File: config.mk
export PLATFORM = sky130hd
export DESIGN_NAME = asym_ram_stream_reader
export DESIGN_NICKNAME = d
export VERILOG_FILES = /design/src/rtl/asym_ram_stream_reader.sv
export SDC_FILE = /design/constraint.sdc
export NUM_CORES = 1
export LEC_CHECK = 0
export CAP_MARGIN = 20
export CORE_AREA = 2 2 173 175
export DETAILED_ROUTE_END_ITERATION = 6
export DIE_AREA = 0 0 175 177
export PLACE_DENSITY = 0.6
export SETUP_SLACK_MARGIN = 0.05
export SLEW_MARGIN = 20
export SYNTH_ARGS = -nofsm -noshare
export SYNTH_HDL_FRONTEND = slang
export SYNTH_SLANG_ARGS = --single-unit
export TNS_END_PERCENT = 50
File: constraint.sdc
create_clock -name clk -period 3.14 [get_ports clk]
set_input_delay 0.628 -clock clk [delete_from_list [all_inputs] [get_ports clk]]
set_output_delay 0.628 -clock clk [all_outputs]
set_load 0.05 [all_outputs]
File: src/rtl/asym_ram_stream_reader.sv
// rtl/asym_ram_stream_reader.sv - burst reader for the asymmetric RAM narrow port
// Issues narrow reads, absorbs the 1-cycle RAM latency and streams words out with last/done.
module asym_ram_stream_reader #(
  parameter int WIDTHB     = 48,
  parameter int ADDRWIDTHB = 10
) (
  input  logic                  clk,
  input  logic                  reset_n,
  input  logic                  start,
  input  logic [ADDRWIDTHB-1:0] base_addr,
  input  logic [ADDRWIDTHB:0]   num_words,
  output logic [ADDRWIDTHB-1:0] ram_addr,
  input  logic [WIDTHB-1:0]     ram_dout,
  output logic [WIDTHB-1:0]     out_data,
  output logic                  out_valid,
  input  logic                  out_ready,
  output logic                  out_last,
  output logic                  busy,
  output logic                  done
);

  localparam int CW = ADDRWIDTHB + 1;

  typedef enum logic {S_IDLE, S_RUN} state_t;

  state_t                r_state;
  logic [ADDRWIDTHB-1:0] r_ram_addr;
  logic [CW-1:0]         r_num;
  logic [CW-1:0]         r_issued;
  logic [CW-1:0]         r_beat;
  logic [1:0]            r_inflight;
  logic [WIDTHB-1:0]     r_fifo [4];
  logic [1:0]            r_wr_ptr;
  logic [1:0]            r_rd_ptr;
  logic [2:0]            r_count;
  logic                  r_done;

  logic [2:0]            w_credit;
  logic                  w_issue;
  logic                  w_push;
  logic                  w_pop;
  logic                  w_last_beat;

  // Credit counts every word that may still land in the FIFO, so issue never
  // needs to look at out_ready and the 4-entry FIFO cannot overflow.
  assign w_credit    = r_count + {2'b00, r_inflight[0]} + {2'b00, r_inflight[1]};
  assign w_issue     = (r_state == S_RUN) && (r_issued < r_num) && (w_credit < 3'd4);
  assign w_push      = r_inflight[0];
  assign w_pop       = out_valid && out_ready;
  assign w_last_beat = (r_beat == (r_num - CW'(1)));

  assign ram_addr  = r_ram_addr;
  assign out_valid = (r_count != 3'd0);
  assign out_data  = r_fifo[r_rd_ptr];
  assign out_last  = out_valid && w_last_beat;
  assign busy      = (r_state == S_RUN);
  assign done      = r_done;

  always_ff @(posedge clk or negedge reset_n) begin
    if (!reset_n) begin
      r_state    <= S_IDLE;
      r_ram_addr <= '0;
      r_num      <= '0;
      r_issued   <= '0;
      r_beat     <= '0;
      r_inflight <= '0;
      r_wr_ptr   <= '0;
      r_rd_ptr   <= '0;
      r_count    <= '0;
      r_done     <= 1'b0;
      for (int i = 0; i < 4; i++) begin
        r_fifo[i] <= '0;
      end
    end else begin
      r_done     <= 1'b0;
      r_inflight <= {r_inflight[0], w_issue};

      if (w_push) begin
        r_fifo[r_wr_ptr] <= ram_dout;
        r_wr_ptr         <= r_wr_ptr + 2'd1;
      end
      if (w_pop) begin
        r_rd_ptr <= r_rd_ptr + 2'd1;
      end
      case ({w_push, w_pop})
        2'b10:   r_count <= r_count + 3'd1;
        2'b01:   r_count <= r_count - 3'd1;
        default: r_count <= r_count;
      endcase

      case (r_state)
        S_IDLE: begin
          if (start) begin
            if (num_words != '0) begin
              r_ram_addr <= base_addr;
              r_num      <= num_words;
              r_issued   <= '0;
              r_beat     <= '0;
              r_state    <= S_RUN;
            end else begin
              r_done <= 1'b1;
            end
          end
        end
        S_RUN: begin
          if (w_issue) begin
            r_ram_addr <= r_ram_addr + ADDRWIDTHB'(1);
            r_issued   <= r_issued + CW'(1);
          end
          if (w_pop) begin
            r_beat <= r_beat + CW'(1);
            if (w_last_beat) begin
              r_state <= S_IDLE;
              r_done  <= 1'b1;
            end
          end
        end
        default: r_state <= S_IDLE;
      endcase
    end
  end

endmodule

==> flow_summary.yaml <==
power:
  powerDensity_mw_per_mm2: 1200
  p_leak_nw: 6.06
  ir_drop_v: 0.000694
route:
  drc_errors: 0
  firstDrtPassIters: 4
  vias: 7417
  wirelength_mm: 25.7
  wl_per_cell_um: 18.4
  postRouteAntennaNets: 0
  viasPerCell: 5.31
  drtIter0Drc: 311
critical_path:
  crit_end: "out_last"
  cp-end-kind: "primary output"
  start_kind: "flop"
  crit_fanout: 3
  crit_start: "r_num[1]"
  crit_type: "flop to primary output"
  rr_worst_depth: 9
  r2r-start: "r_num[5]"
  arrival_ps: 2640
  ff2ff_setup_slack_ps: 450
  r2r_end: "r_issued[3]"
  crit_required_ps: 2510
floorplan:
  die_w_um: 175
  initial_core_util_pct: 39.4
  die_h_um: 177
  rows: 63
  die_area_mm2: 0.0310
  core_area_mm2: 0.0292
  io_pins: 135
yosys:
  synth_edf_count: 0
  synthMuxAreaShare_pct: 28.6
  yosysUniqueCellTypes: 58
  syn_avg_cell_area_um2: 13.8
  synth_adder_area_share_pct: 2.35
  ys_seq_elements: 246
  synthCells: 834
  synthXorXnorAreaFrac_pct: 2.13
  synth_compound_area_share_pct: 4.97
  synth_top_family_by_area: "multiplexers"
  async_flop_share_pct: 100
  synth_nets: 928
  ys_warn_count: 0
  synth_area_mm2: 0.0115
  yosysSeqAreaShare_pct: 53.4
  synthFlopType: "dfrtp_1"
  yosys.area_share.simple_pct: 6.35
clock_tree:
  root_buffer: "clkbuf_16"
  postCtsHoldBufs: 0
  htreeDepth: 1
  cts_tree: "done"
  clk_latency_ps: 540
  clockBufferDepth: 3
  cts_made_buffers: 28
  clk_pin_slew_ps: 60
  cts.sinks: 246
cells_and_area:
  layout_common_cells: "dfrtp_1, mux2_2, clkdlybuf4s50_1, mux4_2"
  fin_cells: 1397
  syn2layout_area_growth_pct: 25.5
  final_nets: 1079
  diodes: 0
  final_common_cell: "dfrtp_1"
  fin_area_mm2: 0.0145
  final_layout_size_suffix_gt1_share_pct: 36.6
sta:
  report.final.hold_viol_count: 0
  setup_viol: 1
  setup_ws_ps: -129
  period_needed_ps: 3270
  max_freq_mhz: 306
  drv_slew: 0
  grt_setup_unrepaired: "yes"
  relSlewSlack_pct: 51.2
  worst_slew_pin_slew_ps: 730
  timing.final.crit_share_pct: 104
  clock_skew_ps: 12.6
run_status:
  violations: "negative setup slack"
  outcome: "complete, but fails checks"
grt:
  first_global_vias: 7782
  gr-total-overflow: 0
  grt_max_degree: 92
  groute.usage.overall_pct: 16.8
  grt_pass1_wl_mm: 41.8
  antenna_found_initial: 0
place:
  gp_congestion: 0.843
  place_hpwl_mm: 16.6
  placed_cells: 1339
  io_buffers: 134
  placed_area_mm2: 0.0134
min_path:
  hold_path.class: "input pin to async pin"
job:
  cap_violations: 0
==> per-layer routing <==
layer	track usage, %	routed length, um	share of wire, %
met4	4.58	547	2.1
met2	28.4	12300	48
met5	0	0	0
met1	22.4	11600	45
met3	2.88	1240	4.8
==> worst min-delay path by stage <==
| stage | start | to | slack [ps] |
|---|---|---|---|
| after floorplan | reset_n | busy | 330 |
| after global placement | r_fifo[81] | r_fifo[81] | 480 |
| after detailed placement | r_fifo[63] | r_fifo[63] | 490 |
| after CTS | reset_n | r_fifo[20] | 130 |
| after global routing | reset_n | r_fifo[68] | 160 |
| final | reset_n | r_fifo[68] | 120 |
==> cells by family after synthesis <==
family | Yosys count
mux | 245
flops | 246
compound gates | 84
simple gates | 148
fa+ha+maj | 21
buf+inv | 62
xor+xnor | 28
==> cells in the mapped netlist, types with 6 or more instances <==
| master | count | area [um2] |
|---|---|---|
| nand4_1 | 8 | 50.1 |
| ha_1 | 20 | 250 |
| mux2_2 | 192 | 2160 |
| o21ai_0 | 32 | 160 |
| mux4_2 | 48 | 1080 |
| dfrtp_1 | 246 | 6160 |
| nor2_1 | 21 | 78.8 |
| nand2_1 | 49 | 184 |
| buf_1 | 8 | 30.0 |
| xnor2_1 | 10 | 87.6 |
| and3_1 | 8 | 50.1 |
| a21oi_1 | 8 | 40.0 |
| nor3_1 | 16 | 80.1 |
| xor2_1 | 18 | 158 |
| o22ai_1 | 6 | 37.5 |
| nand3_1 | 17 | 85.1 |
| inv_1 | 17 | 63.8 |
| clkbuf_1 | 31 | 116 |
==> what timing repair did <==
| action | in CTS | in global routing |
|---|---|---|
| endpoints found under the setup margin | 21 | 1 |
| gates resized for setup | 27 | 2 |
| pin swaps | 4 | 2 |
| setup buffers | 5 | 1 |
==> sequential cells by signal, summed over array words and instances (netlist names) <==
signal      count
r_rd_ptr        2
r_num          11
r_wr_ptr        2
done            1
r_fifo        192
r_beat         11
r_issued       11
r_count         3
busy            1
ram_addr       10
r_inflight      2
==> stage by stage <==
| stage | utilization (%) | setup WS (ps) | hold WS (ps) | total power [mW] | setup TNS, ps |
|---|---|---|---|---|---|
| global route | 49.4 | -246 | 162 | 18.3 | -246 |
| floorplan | - | 261 | 332 | 11.8 | 0 |
| finish | 49.4 | -129 | 117 | 17.3 | -129 |
| CTS | 49.4 | -220 | 129 | 17.5 | -220 |
| detailed placement | 46.0 | 150 | 487 | 14.3 | 0 |
| global placement | 46.0 | 240 | 482 | 14.2 | 0 |
==> final cells by class <==
class                           instances  area [um2]
Multi-Input combinational cell        526        5160
Fill cell                            2548       14800
Sequential cell                       246        6160
Inverter                               19        72.6
Clock inverter                         12         133
Timing Repair Buffer                  164        1620
Clock buffer                           40         826
Tap cell                              390         488
==> worst max-delay path, cell delays in order (launching register included) <==
cell and delay, ps:
dfrtp_1 400, inv_2 90, ha_4 140, or4b_4 490, nor3_4 130, xnor2_1 110, nor4_2 210, nand3_1 190
nor2b_2 190, buf_12 150
==> power breakdown <==
group	switching, mW	internal, mW
Combinational	4.70	3.80
Clock	1.31	2.00
Sequential	0.835	4.65
Power figures use the tool's default switching activity.
